### config.mk
export PLATFORM = sky130hd
export DESIGN_NAME = riscv_v_reduct_acc
export DESIGN_NICKNAME = d
export VERILOG_FILES = /design/src/rtl/riscv_v_pkg.sv /design/src/rtl/riscv_v_reduct_fold.sv /design/src/rtl/riscv_v_reduct_acc.sv
export SDC_FILE = /design/constraint.sdc
export NUM_CORES = 1
export LEC_CHECK = 0
export ABC_CLOCK_PERIOD_IN_PS = 4900
export CAP_MARGIN = 20
export CORE_MARGIN = 1
export CORE_UTILIZATION = 40
export CTS_BUF_LIST = sky130_fd_sc_hd__clkbuf_16
export DETAILED_ROUTE_END_ITERATION = 8
export GPL_ROUTABILITY_DRIVEN = 1
export GPL_TIMING_DRIVEN = 0
export PLACE_DENSITY = 0.66
export SYNTH_ARGS = -nofsm -noshare
export SYNTH_HDL_FRONTEND = slang
export SYNTH_HIERARCHICAL = 1
export SYNTH_SLANG_ARGS = --single-unit
### constraint.sdc
create_clock -name clk -period 4.9 [get_ports clk]
set_input_delay 0.49 -clock clk [delete_from_list [all_inputs] [get_ports clk]]
set_output_delay 0.49 -clock clk [all_outputs]
set_load 0.01 [all_outputs]
### src/rtl/riscv_v_pkg.sv
// Shared vector-unit types: element-size vector, reduction opcodes and SEW helpers.
package riscv_v_pkg;

  localparam int RISCV_V_REDUCT_CNT_W = 4;

  // One-hot element size: bit0=8, bit1=16, bit2=32, bit3=64.
  typedef logic [3:0] osize_vector_t;

  typedef enum logic [1:0] {
    REDUCT_SUM  = 2'd0,
    REDUCT_MAX  = 2'd1,
    REDUCT_MIN  = 2'd2,
    REDUCT_RSVD = 2'd3
  } reduct_op_t;

  // Collapse any size vector to a clean one-hot: lowest set bit wins, zero means 64.
  function automatic osize_vector_t osize_resolve(input osize_vector_t osize);
    if (osize[0])      return 4'b0001;
    else if (osize[1]) return 4'b0010;
    else if (osize[2]) return 4'b0100;
    else               return 4'b1000;
  endfunction

  // Mask covering the low SEW bits of a 64-bit lane.
  function automatic logic [63:0] osize_to_sew_mask(input osize_vector_t osize);
    osize_vector_t r;
    r = osize_resolve(osize);
    case (r)
      4'b0001: return 64'h0000_0000_0000_00FF;
      4'b0010: return 64'h0000_0000_0000_FFFF;
      4'b0100: return 64'h0000_0000_FFFF_FFFF;
      default: return 64'hFFFF_FFFF_FFFF_FFFF;
    endcase
  endfunction

endpackage

### src/rtl/riscv_v_reduct_fold.sv
// One reduction step for a single SEW: masked add with overflow, or signed/unsigned max/min.
module riscv_v_reduct_fold
  import riscv_v_pkg::*;
#(
  parameter int DATA_W = 64
) (
  input  logic [DATA_W-1:0] acc,
  input  logic [DATA_W-1:0] x,
  input  osize_vector_t     osize,
  input  logic              is_signed,
  input  reduct_op_t        op,
  output logic [DATA_W-1:0] res,
  output logic              of_set
);

  logic [DATA_W-1:0]        mask;
  logic [DATA_W-1:0]        sbit;
  logic [DATA_W-1:0]        a;
  logic [DATA_W-1:0]        b;
  logic [DATA_W:0]          sum_full;
  logic [DATA_W-1:0]        sum_res;
  logic signed [DATA_W-1:0] a_sx;
  logic signed [DATA_W-1:0] b_sx;
  logic                     a_s, b_s, r_s, carry, sovf, b_gt, b_lt;

  // Combinational fold; the sign bit and carry bit are derived from the SEW mask itself.
  always_comb begin
    mask     = DATA_W'(osize_to_sew_mask(osize));
    sbit     = mask ^ (mask >> 1);
    a        = acc & mask;
    b        = x & mask;
    sum_full = {1'b0, a} + {1'b0, b};
    sum_res  = sum_full[DATA_W-1:0] & mask;
    carry    = |(sum_full & ({1'b0, mask} + 1'b1));
    a_s      = |(a & sbit);
    b_s      = |(b & sbit);
    r_s      = |(sum_res & sbit);
    sovf     = (a_s == b_s) && (r_s != a_s);
    // Sign-extend from the SEW sign bit: (v ^ s) - s.
    a_sx     = signed'((a ^ sbit) - sbit);
    b_sx     = signed'((b ^ sbit) - sbit);
    b_gt     = is_signed ? (b_sx > a_sx) : (b > a);
    b_lt     = is_signed ? (b_sx < a_sx) : (b < a);
    res      = sum_res;
    of_set   = 1'b0;
    case (op)
      REDUCT_SUM: begin
        res    = sum_res;
        of_set = is_signed ? sovf : carry;
      end
      REDUCT_MAX: res = b_gt ? b : a;
      REDUCT_MIN: res = b_lt ? b : a;
      default:    res = sum_res;
    endcase
  end

endmodule

### src/rtl/riscv_v_reduct_acc.sv
// Scalar reduction accumulator: seeds from vs1[0], folds one adder chunk per beat,
// then holds the result until writeback accepts it.
module riscv_v_reduct_acc
  import riscv_v_pkg::*;
#(
  parameter int DATA_W = 64,
  parameter int CNT_W  = RISCV_V_REDUCT_CNT_W
) (
  input  logic              clk,
  input  logic              rst_n,
  input  logic              start,
  input  logic [CNT_W-1:0]  num_chunks,
  input  osize_vector_t     osize_vector,
  input  logic              is_signed,
  input  logic [1:0]        reduct_op,
  input  logic [DATA_W-1:0] init_value,
  input  logic              in_valid,
  output logic              in_ready,
  input  logic [DATA_W-1:0] in_data,
  output logic              out_valid,
  input  logic              out_ready,
  output logic [DATA_W-1:0] out_data,
  output logic              out_of,
  output logic              busy
);

  typedef enum logic [1:0] {
    ST_IDLE = 2'd0,
    ST_ACC  = 2'd1,
    ST_DONE = 2'd2
  } state_t;

  state_t            state;
  logic [DATA_W-1:0] acc;
  logic [CNT_W-1:0]  cnt;
  logic              of_sticky;
  reduct_op_t        op_q;
  osize_vector_t     size_q;
  logic              sign_q;
  logic [DATA_W-1:0] fold_res;
  logic              fold_of;

  riscv_v_reduct_fold #(.DATA_W(DATA_W)) u_fold (
    .acc       (acc),
    .x         (in_data),
    .osize     (size_q),
    .is_signed (sign_q),
    .op        (op_q),
    .res       (fold_res),
    .of_set    (fold_of)
  );

  assign out_data = acc;
  assign out_of   = of_sticky;

  // Control FSM with registered handshake outputs; acc is already zero above SEW.
  always_ff @(posedge clk or negedge rst_n) begin
    if (!rst_n) begin
      state     <= ST_IDLE;
      acc       <= '0;
      cnt       <= '0;
      of_sticky <= 1'b0;
      op_q      <= REDUCT_SUM;
      size_q    <= 4'b1000;
      sign_q    <= 1'b0;
      in_ready  <= 1'b0;
      out_valid <= 1'b0;
      busy      <= 1'b0;
    end else begin
      case (state)
        ST_IDLE: begin
          if (start) begin
            op_q      <= reduct_op_t'(reduct_op);
            size_q    <= osize_resolve(osize_vector);
            sign_q    <= is_signed;
            acc       <= init_value & DATA_W'(osize_to_sew_mask(osize_vector));
            cnt       <= num_chunks;
            of_sticky <= 1'b0;
            busy      <= 1'b1;
            if (num_chunks == '0) begin
              state     <= ST_DONE;
              out_valid <= 1'b1;
            end else begin
              state    <= ST_ACC;
              in_ready <= 1'b1;
            end
          end
        end
        ST_ACC: begin
          if (in_valid) begin
            acc       <= fold_res;
            of_sticky <= of_sticky | fold_of;
            cnt       <= cnt - 1'b1;
            if (cnt == CNT_W'(1)) begin
              state     <= ST_DONE;
              in_ready  <= 1'b0;
              out_valid <= 1'b1;
            end
          end
        end
        ST_DONE: begin
          if (out_ready) begin
            state     <= ST_IDLE;
            out_valid <= 1'b0;
            busy      <= 1'b0;
          end
        end
        default: begin
          state     <= ST_IDLE;
          in_ready  <= 1'b0;
          out_valid <= 1'b0;
          busy      <= 1'b0;
        end
      endcase
    end
  end

endmodule

Yosys cells after proc, flatten, opt, wreduce, memory -nomap -nowiden:

Index checks and enable logic that the tools add are counted.

* register bits: 80
* latch bits: 0
* RAM bits: 0
* ROM bits: 0
* input port bits: 144
* logic and storage cells: 114
* memories kept: 0

* add/sub/neg operators: 5
* multiply operators: 0
* divide/modulo/power cells: 0
* order comparisons: 4
* equal/unequal tests: 19
* shift-type cells: 0
* multiplexer cells: 47
* bitwise operators: 14
* reductions and logical operators: 15

Operators with widths (number)
* $and A64 B64 Y64: 7
* $mux W64: 6
* $pmux W64 S3: 2
* $pmux W64 S2: 2
* $reduce_or A64 Y1: 3
* $gt A64 B64 Y1: 2
* $lt A64 B64 Y1: 2
* $sub A64 B64 Y64: 2
* $xor A64 B64 Y64: 2
* $add A64 B1 Y65 const B: 1
* $add A64 B64 Y65: 1
* $and A65 B65 Y65: 1
* $reduce_or A65 Y1: 1
* $xor A64 B63 Y64: 1
* $mux W4: 10
* $mux W1: 16
* $eq A4 B1 Y1 const B: 3
* $ne A2 B2 Y1 const B: 6
* $mux W2: 5
* $reduce_and A5 Y1: 2
* $pmux W1 S3: 3
* $eq A4 B2 Y1 const B: 2
* $eq A4 B3 Y1 const B: 2
* $pmux W4 S2: 1
* other kinds (16): 21

Longest topological paths before layout:

Gate-level depths: netlist of run 1.

* word-level depth: 17
* gate-level depth with buffers: 26
* depth with buffers taken out: 21

Modules after synthesis:

The synthesis of run 1 kept the hierarchy.

Modules (own cells, without submodules)
* riscv_v_reduct_fold: times used 1, cells each 1542, area each 10044.6 um^2
* riscv_v_reduct_acc: times used 1, cells each 442, area each 4242.8 um^2

Worst setup path after synthesis of run 1:

OpenSTA, ideal clock, no wires.

* path kind: reg-to-reg
* start point: reg size_q[0]
* end point: reg acc[27], in the netlist out_data[27]
* setup time: 129 ps
* arrival time: 4859 ps
* data required time: 4771 ps
* slack: -88 ps
* cell stages (with the launch flop): 25
* buffers on the path: 5
* clock period less this slack: 4988 ps
* cell sequence: dfrtp_1 buf_2 nor2_2 clkbuf_1 clkbuf_1 and2_1 a21o_1 clkbuf_1 nor2_1 ha_1 a21oi_1 o21ai_0 a2111oi_0 a31oi_1 a41oi_1 o211ai_1 xor2_1 mux2i_1 buf_2 o22ai_1 a22oi_1 o21ai_0 and3b_1 a31oi_1 o21ai_0

* word-level cells in the longest chain between the ends: 12
* elaborated cells on any way between the ends: 25
* those cells by class: add/sub: 3; order compare: 4; eq/ne: 3; mux: 9; bitwise: 6

Ends and longest elaborated chain
* start, declared: line riscv_v_reduct_acc.sv:38 `osize_vector_t size_q;`
* start signal, assigned: line riscv_v_reduct_acc.sv:74 `size_q <= osize_resolve(osize_vector);`
* $mux W4 (*): line riscv_v_pkg.sv:18 `if (osize[0]) return 4'b0001;`
* $eq A4 B3 Y1, or another cell as far along: line riscv_v_pkg.sv:28 `case (r)`
* $pmux W64 S3 (*): line riscv_v_pkg.sv:28
* $xor A64 B63 Y64, or another cell as far along: line riscv_v_reduct_fold.sv:29 `sbit = mask ^ (mask >> 1);`
* $xor A64 B64 Y64, on equally long branches: line riscv_v_reduct_fold.sv:41, riscv_v_reduct_fold.sv:40
* $sub A64 B64 Y64, on equally long branches: line riscv_v_reduct_fold.sv:41, riscv_v_reduct_fold.sv:40
* $lt A64 B64 Y1 or $gt A64 B64 Y1 (tied branches): line riscv_v_reduct_fold.sv:43, riscv_v_reduct_fold.sv:42
* $mux W1, on equally long branches: line riscv_v_reduct_fold.sv:43, riscv_v_reduct_fold.sv:42
* $mux W64, on equally long branches: line riscv_v_reduct_fold.sv:52, riscv_v_reduct_fold.sv:51
* $pmux W64 S2 (*): line riscv_v_reduct_fold.sv:46 `case (op)`
* net fold_res[27]: line riscv_v_reduct_acc.sv:40 `logic [DATA_W-1:0] fold_res;`
* $mux W64 (*): line riscv_v_reduct_acc.sv:90 `if (in_valid) begin`
* $pmux W64 S2 (*): line riscv_v_reduct_acc.sv:70 `case (state)`
* end signal, assigned: line riscv_v_reduct_acc.sv:76 `acc <= init_value & DATA_W'(osize_to_sew_mask(osize_vector));`
* end signal, assigned: line riscv_v_reduct_acc.sv:91 `acc <= fold_res;`
* end, declared: line riscv_v_reduct_acc.sv:34 `logic [DATA_W-1:0] acc;`

Mark *: on every way through the listed nets, which the timed path passes. The rest lies on a longest branch. The select of a mux whose other input is x is not followed.
A chain may end at the register's enable or synchronous reset.

Final worst setup path of run 1:

* start point: reg size_q[0]
* end point: reg acc[43], in the netlist out_data[43]

The elaborated chain is that of the path after synthesis.

==> results of run 1 <==
-- cells in the final DEF (no fill, tap or decap), drive strengths merged, types with 6 or more instances in the layout --
| cell | n |
|---|---|
| o31ai | 11 |
| mux2i | 71 |
| nand2 | 150 |
| and3 | 10 |
| nor4 | 19 |
| xor2 | 24 |
| nor3 | 31 |
| nor2b | 33 |
| o211ai | 18 |
| and3b | 48 |
| a21o | 16 |
| maj3 | 8 |
| and2 | 41 |
| mux2 | 6 |
| ha | 165 |
| a21boi | 6 |
| o22a | 14 |
| o221ai | 8 |
| o21bai | 19 |
| xnor2 | 47 |
| o21ai | 242 |
| nor2 | 157 |
| clkdlybuf4s50 | 201 |
| clkbuf | 88 |
| a21oi | 131 |
| a211oi | 18 |
| buf | 133 |
| nand4 | 30 |
| nand2b | 54 |
| inv | 139 |
| nor3b | 6 |
| or3 | 8 |
| a31oi | 62 |
| o2111ai | 6 |
| dfrtp | 80 |
| a22oi | 46 |
| nand3 | 31 |
| a2111oi | 9 |
-- critical path, cell delays in order (launching register included) --
cell	delay, ps
dfrtp_1	370
buf_6	150
nor2_4	60
clkbuf_16	160
and2_4	180
a21oi_4	330
clkbuf_8	230
buf_4	160
buf_4	120
nand2_1	50
ha_1	300
nand4_1	200
nor4_4	430
and2_4	220
a41oi_2	90
o211ai_1	120
buf_4	180
mux2i_4	280
nor2_4	100
buf_6	130
a22o_4	280
clkbuf_16	190
a22oi_2	190
o21ai_1	110
and3b_1	220
a31oi_1	140
o21ai_1	80
-- power groups by stage --
stage | sequential [mW] | combinational (mW) | clock, mW
2_1_floorplan | 1.23 | 6.69 | 0
3_3_place_gp | 1.20 | 10.2 | 0
3_5_place_dp | 1.21 | 10.3 | 0
4_1_cts | 1.22 | 12.3 | 0.869
5_1_grt | 1.27 | 14.3 | 0.885
6_report | 1.23 | 13.6 | 0.851
-- path summary, 6_finish.rpt --
check | slack (ps) | endpoint | cells after the start | from
setup / recovery | -280 | out_data[43] | 26 | size_q[0]
hold / removal | 7 | out_data[38] | 1 | rst_n
setup reg to reg | -280 | out_data[43] | 26 | size_q[0]
hold reg to reg | 500 | out_valid | 1 | out_valid
max in group asynchronous | 4190 | size_q[1] | 2 | rst_n
min in group clk | 500 | out_valid | 1 | out_valid
-- final cells by class --
class                      instances  area (um2)
multi-input combinational       1625       12100
sequential                        80        2000
timing repair buffer             290        2870
fill                            3302       15400
inverter                         135         509
clock inverter                     7         109
antenna                            2        5.00
buffer                           124         978
clock buffer                       9         225
tap                              455         569
-- stage by stage --
stage / setup TNS (ps) / area [um2] / std cells
floorplan: 0 / 14300 / 1982
global placement: -152970 / 16900 / 2640
detailed placement: -146600 / 16900 / 2642
CTS: -462 / 18500 / 2687
global route: -14290 / 19400 / 2725
finish: -7830 / 19400 / 2727
-- routing by layer --
| metal | vias to the layer above | global-route usage [%] |
|---|---|---|
| met5 | - | 0 |
| met4 | 0 | 15.8 |
| met3 | 167 | 5.83 |
| met2 | 851 | 53.1 |
| met1 | 8112 | 49.0 |
| li1 | 7756 | - |
-- what timing repair did --
item | in CTS | in global routing
gates resized for setup | 223 | 153
pin swaps | 32 | 66
gates cloned | 3 | 2
endpoints found under the setup margin | 65 | 65
hold buffers | 0 | 0
buffers inserted | 41 | 42
-- flip-flops by register name, indices dropped and copies added, names as in the netlist --
signal,cells
op_q,2
in_ready,1
busy,1
sign_q,1
cnt,4
state,2
size_q,3
out_valid,1
out_data,64
out_of,1
==> qor.csv, run 1 <==
metric,value,unit
cp-end-kind,flip-flop,
wl,66000,um
hp-class,in2async,
post_drt_via_cell_ratio,6.19,
grt_overflow,0,
drt_iter0_markers,1957,
drive_above_1_share,16.3,%
syn_area,0.0142,mm2
firstDrtPassIters,6,
violations,negative setup slack,
start_kind,flip-flop,
crit_fanout,6,
p_leak,8.61,nW
swShare,54.7,%
route.detailed.drc,0,
yosysWarnings,6,
peakVddDrop,750,uV
p_total,15.7,mW
p_per_area,808,mW/mm2
grt_pass1_wl,97100,um
cp.required,5160,ps
die_w,191,um
post-route-period-util,106,%
holdWs,6.72,ps
top_layer,met4,
dr_total_vias,16900,
cts_tree,yes,
pwr-share-seq,7.9,%
setup-violations-final,54,
maxCapViolations,0,
dr_wl_met3,5820,um
initial_utilization,40.9,%
dieArea,0.0364,mm2
final_nets,2575,
clkTransAtPathRegs,80,ps
fin_util,55.7,%
syn_inst,1982,
root_buffer,clkbuf_16,
met1_length,29100,um
grt_usage,35.3,%
fp.coreArea,0.0348,mm2
avgSynthCellArea,7.19,um2
finalHoldViolCount,0,
cts_buffers,9,
routedWlPerCell,24.2,um
syn_nets,2292,
timing.fmax,0.193,GHz
fin_crit,5180,ps
crit_type,reg2reg,
syn2layout_area_growth,36.1,%
grt_antenna_before_repair,3,
chipHeight,191,um
finalMaxSlewViolations,0,
tightest_slew,958,ps
netSwitchingPower,8.57,mW
internal_power,7.10,mW
clkLatencyLatePin,390,ps
setup_slack,-278,ps
routed-wl-met2,28300,um
grt_max_degree,60,
slew_headroom,34.9,%
dp_hpwl,49500,um
top_level_ports,212,
clock_sinks,80,
clock_path_buffers,2,
htree_levels,3,
rsz0062_at_grt,true,
detail-route-antenna-nets,0,
grt_pass1_vias,16100,
rows,68,
portBuffers,203,
fin_skew,8.75,ps
gp_congestion,0.976,
power_frac_clock,5.4,%
place_ws,-2710,ps
outcome,"complete, but fails checks",
p_comb_share,86.7,%
arrival,5440,ps
Note: power is estimated with default switching activity, not from simulation.
==> run 2, diff against run 1 <==
Settings changed: ABC_CLOCK_PERIOD_IN_PS 4900 to 6000, PLACE_DENSITY 0.66 to 0.64.
Clock period 4.9 ns to 6 ns, I/O delays scaled along.
==> run 2 against run 1 <==
  * The flow now finishes without violations
  * Global-route usage fell by 0.58 points
  * Sequential power fell by 20%
  * Via count fell by 2.2%
  * Sequential cell count did not move
  * Clock power fell by 18%
  * First-iteration DRC count fell by 7.5%
  * Count of clock-buffer cells in the layout did not move
  * Total power fell by 31%
  * Wire length fell by 4.0%
  * Highest routed layer unchanged
==> qor.csv, run 2 (synthesis gave the netlist of run 1 again) <==
metric,value,unit
hp-class,in2async,
routedWlPerCell,23.8,um
start_kind,flip-flop,
gp_congestion,1.01,
dieArea,0.0364,mm2
slew_headroom,36.9,%
root_buffer,clkbuf_16,
reg2reg_from,size_q[0],
outcome,finished clean,
top_level_ports,212,
reg2reg_to,out_data[62],
maxCapViolations,0,
chipHeight,191,um
fin_util,50.3,%
die_w,191,um
crit_fanout,14,
htree_levels,3,
post-route-period-util,99.5,%
grt_pass1_vias,15800,
arrival,6290,ps
cp-endpoint,out_data[62],
grt_antenna_before_repair,0,
fill_cells,3548,
fin_skew,12.7,ps
drive_above_1_share,6.19,%
clock_sinks,80,
fp.coreArea,0.0348,mm2
reg2reg_setup_slack,30,ps
timing.fmax,0.167,GHz
grt_overflow,0,
met1_length,29600,um
cp.required,6320,ps
detail-route-antenna-nets,0,
dr_wl_met3,4520,um
rsz0062_at_grt,false,
routed-wl-met2,27100,um
grt_usage,34.7,%
cts_tree,yes,
initial_utilization,40.9,%
grt_max_degree,60,
portBuffers,203,
post_drt_via_cell_ratio,6.19,
top_layer,met4,
mostFrequentLayoutCells,"202 x clkdlybuf4s50_1, 165 x ha_1, 157 x o21ai_0",
drt_iter0_markers,1811,
finalMaxSlewViolations,0,
peakVddDrop,498,uV
clkLatencyLatePin,390,ps
clkTransAtPathRegs,80,ps
setup-violations-final,0,
p_leak,7.87,nW
worst-r2r-cell-count,20,
cp-end-kind,flip-flop,
grt_pass1_wl,95800,um
crit_type,reg2reg,
diodes,0,
p_per_area,615,mW/mm2
dr_total_vias,16500,
wl,63400,um
cts_buffers,9,
route.detailed.drc,0,
dp_hpwl,49800,um
syn2layout_area_growth,22.9,%
startpoint,size_q[0],
clock_path_buffers,2,
layout.cells.most_common,clkdlybuf4s50_1,
final_nets,2517,
p_total,10.8,mW
largest_register_ffs,64,
tightest_slew,943,ps
finalHoldViolCount,0,
fin_crit,5970,ps
rows,68,
firstDrtPassIters,5,
[run 2: cell count changes in the layout (fill, tap and decap cells not counted), moves of 14 or more]
cell / change
buf_4: -52
ha_1: +28
and2_1: +22
and2_4: -20
clkbuf_1: +20
inv_1: +19
inv_2: -18
nand2_1: +18
ha_4: -17
o21ai_0: +16
o21ai_1: -14
[run 2: through the flow]
step                      hold WS, ps  std cells  setup TNS, ps  instance area, um2  setup WS, ps
after global routing              137       2667              0               17500          14.0
after CTS                         120       2659              0               17400          18.1
after floorplan                   304       1982              0               14200          1010
final                             110       2667              0               17500          28.5
after global placement            472       2640         -75240               16900         -1570
after detailed placement          477       2642         -80950               16900         -1650
[run 2: timing repair]
action / 4_1_cts / 5_1_grt
pin swaps: 1 / 4
setup buffers: 2 / 9
hold buffers: 0 / 0
gates resized for setup: 50 / 31
endpoints found under the setup margin: 65 / 64
[run 2: cell type report]
class	count	area [um2]	area share, %
multi-input cells	1625	11200	64.2
repair buffers	216	2150	12.3
flip-flops and latches	80	2000	11.4
plain buffers	140	703	4.02
well taps	455	569	3.25
inverters	135	507	2.89
clock buffers	9	225	1.29
clock inverters	7	109	0.622
[run 2: power breakdown]
| group | internal, mW | switching (mW) |
|---|---|---|
| combinational | 3.32 | 5.77 |
| clock | 0.376 | 0.320 |
| sequential | 0.759 | 0.222 |
| total | 4.46 | 6.32 |
[run 2: worst min path at each step]
stage | startpoint | end | depth (start not counted)
3_5_place_dp | size_q[2] | size_q[2] | 2
3_3_place_gp | size_q[0] | size_q[0] | 1
5_1_grt | rst_n | out_data[38] | 1
4_1_cts | rst_n | out_data[38] | 1
2_1_floorplan | rst_n | busy | 0
6_report | rst_n | out_data[38] | 1
[run 2: layer usage]
metal	vias up	track usage, %
li1	7610	-
met1	7959	50.6
met2	829	52.1
met3	122	3.13
met4	0	13.2
met5	-	0
[run 2: critical path, cell delays in order, from the launching register on]
cell and delay (ps):
dfrtp_1 380, buf_2 190, or2_4 340, nor2_1 220
buf_4 270, clkbuf_4 280, and2_1 230, ha_1 250
clkbuf_1 260, nor2_1 360, nand3_1 180, nor4_1 710
nand3_1 190, nor3_1 710, o41ai_2 260, or3_1 400
o211ai_1 100, o21bai_1 130, and3b_1 230, a31oi_1 60
o21ai_1 120
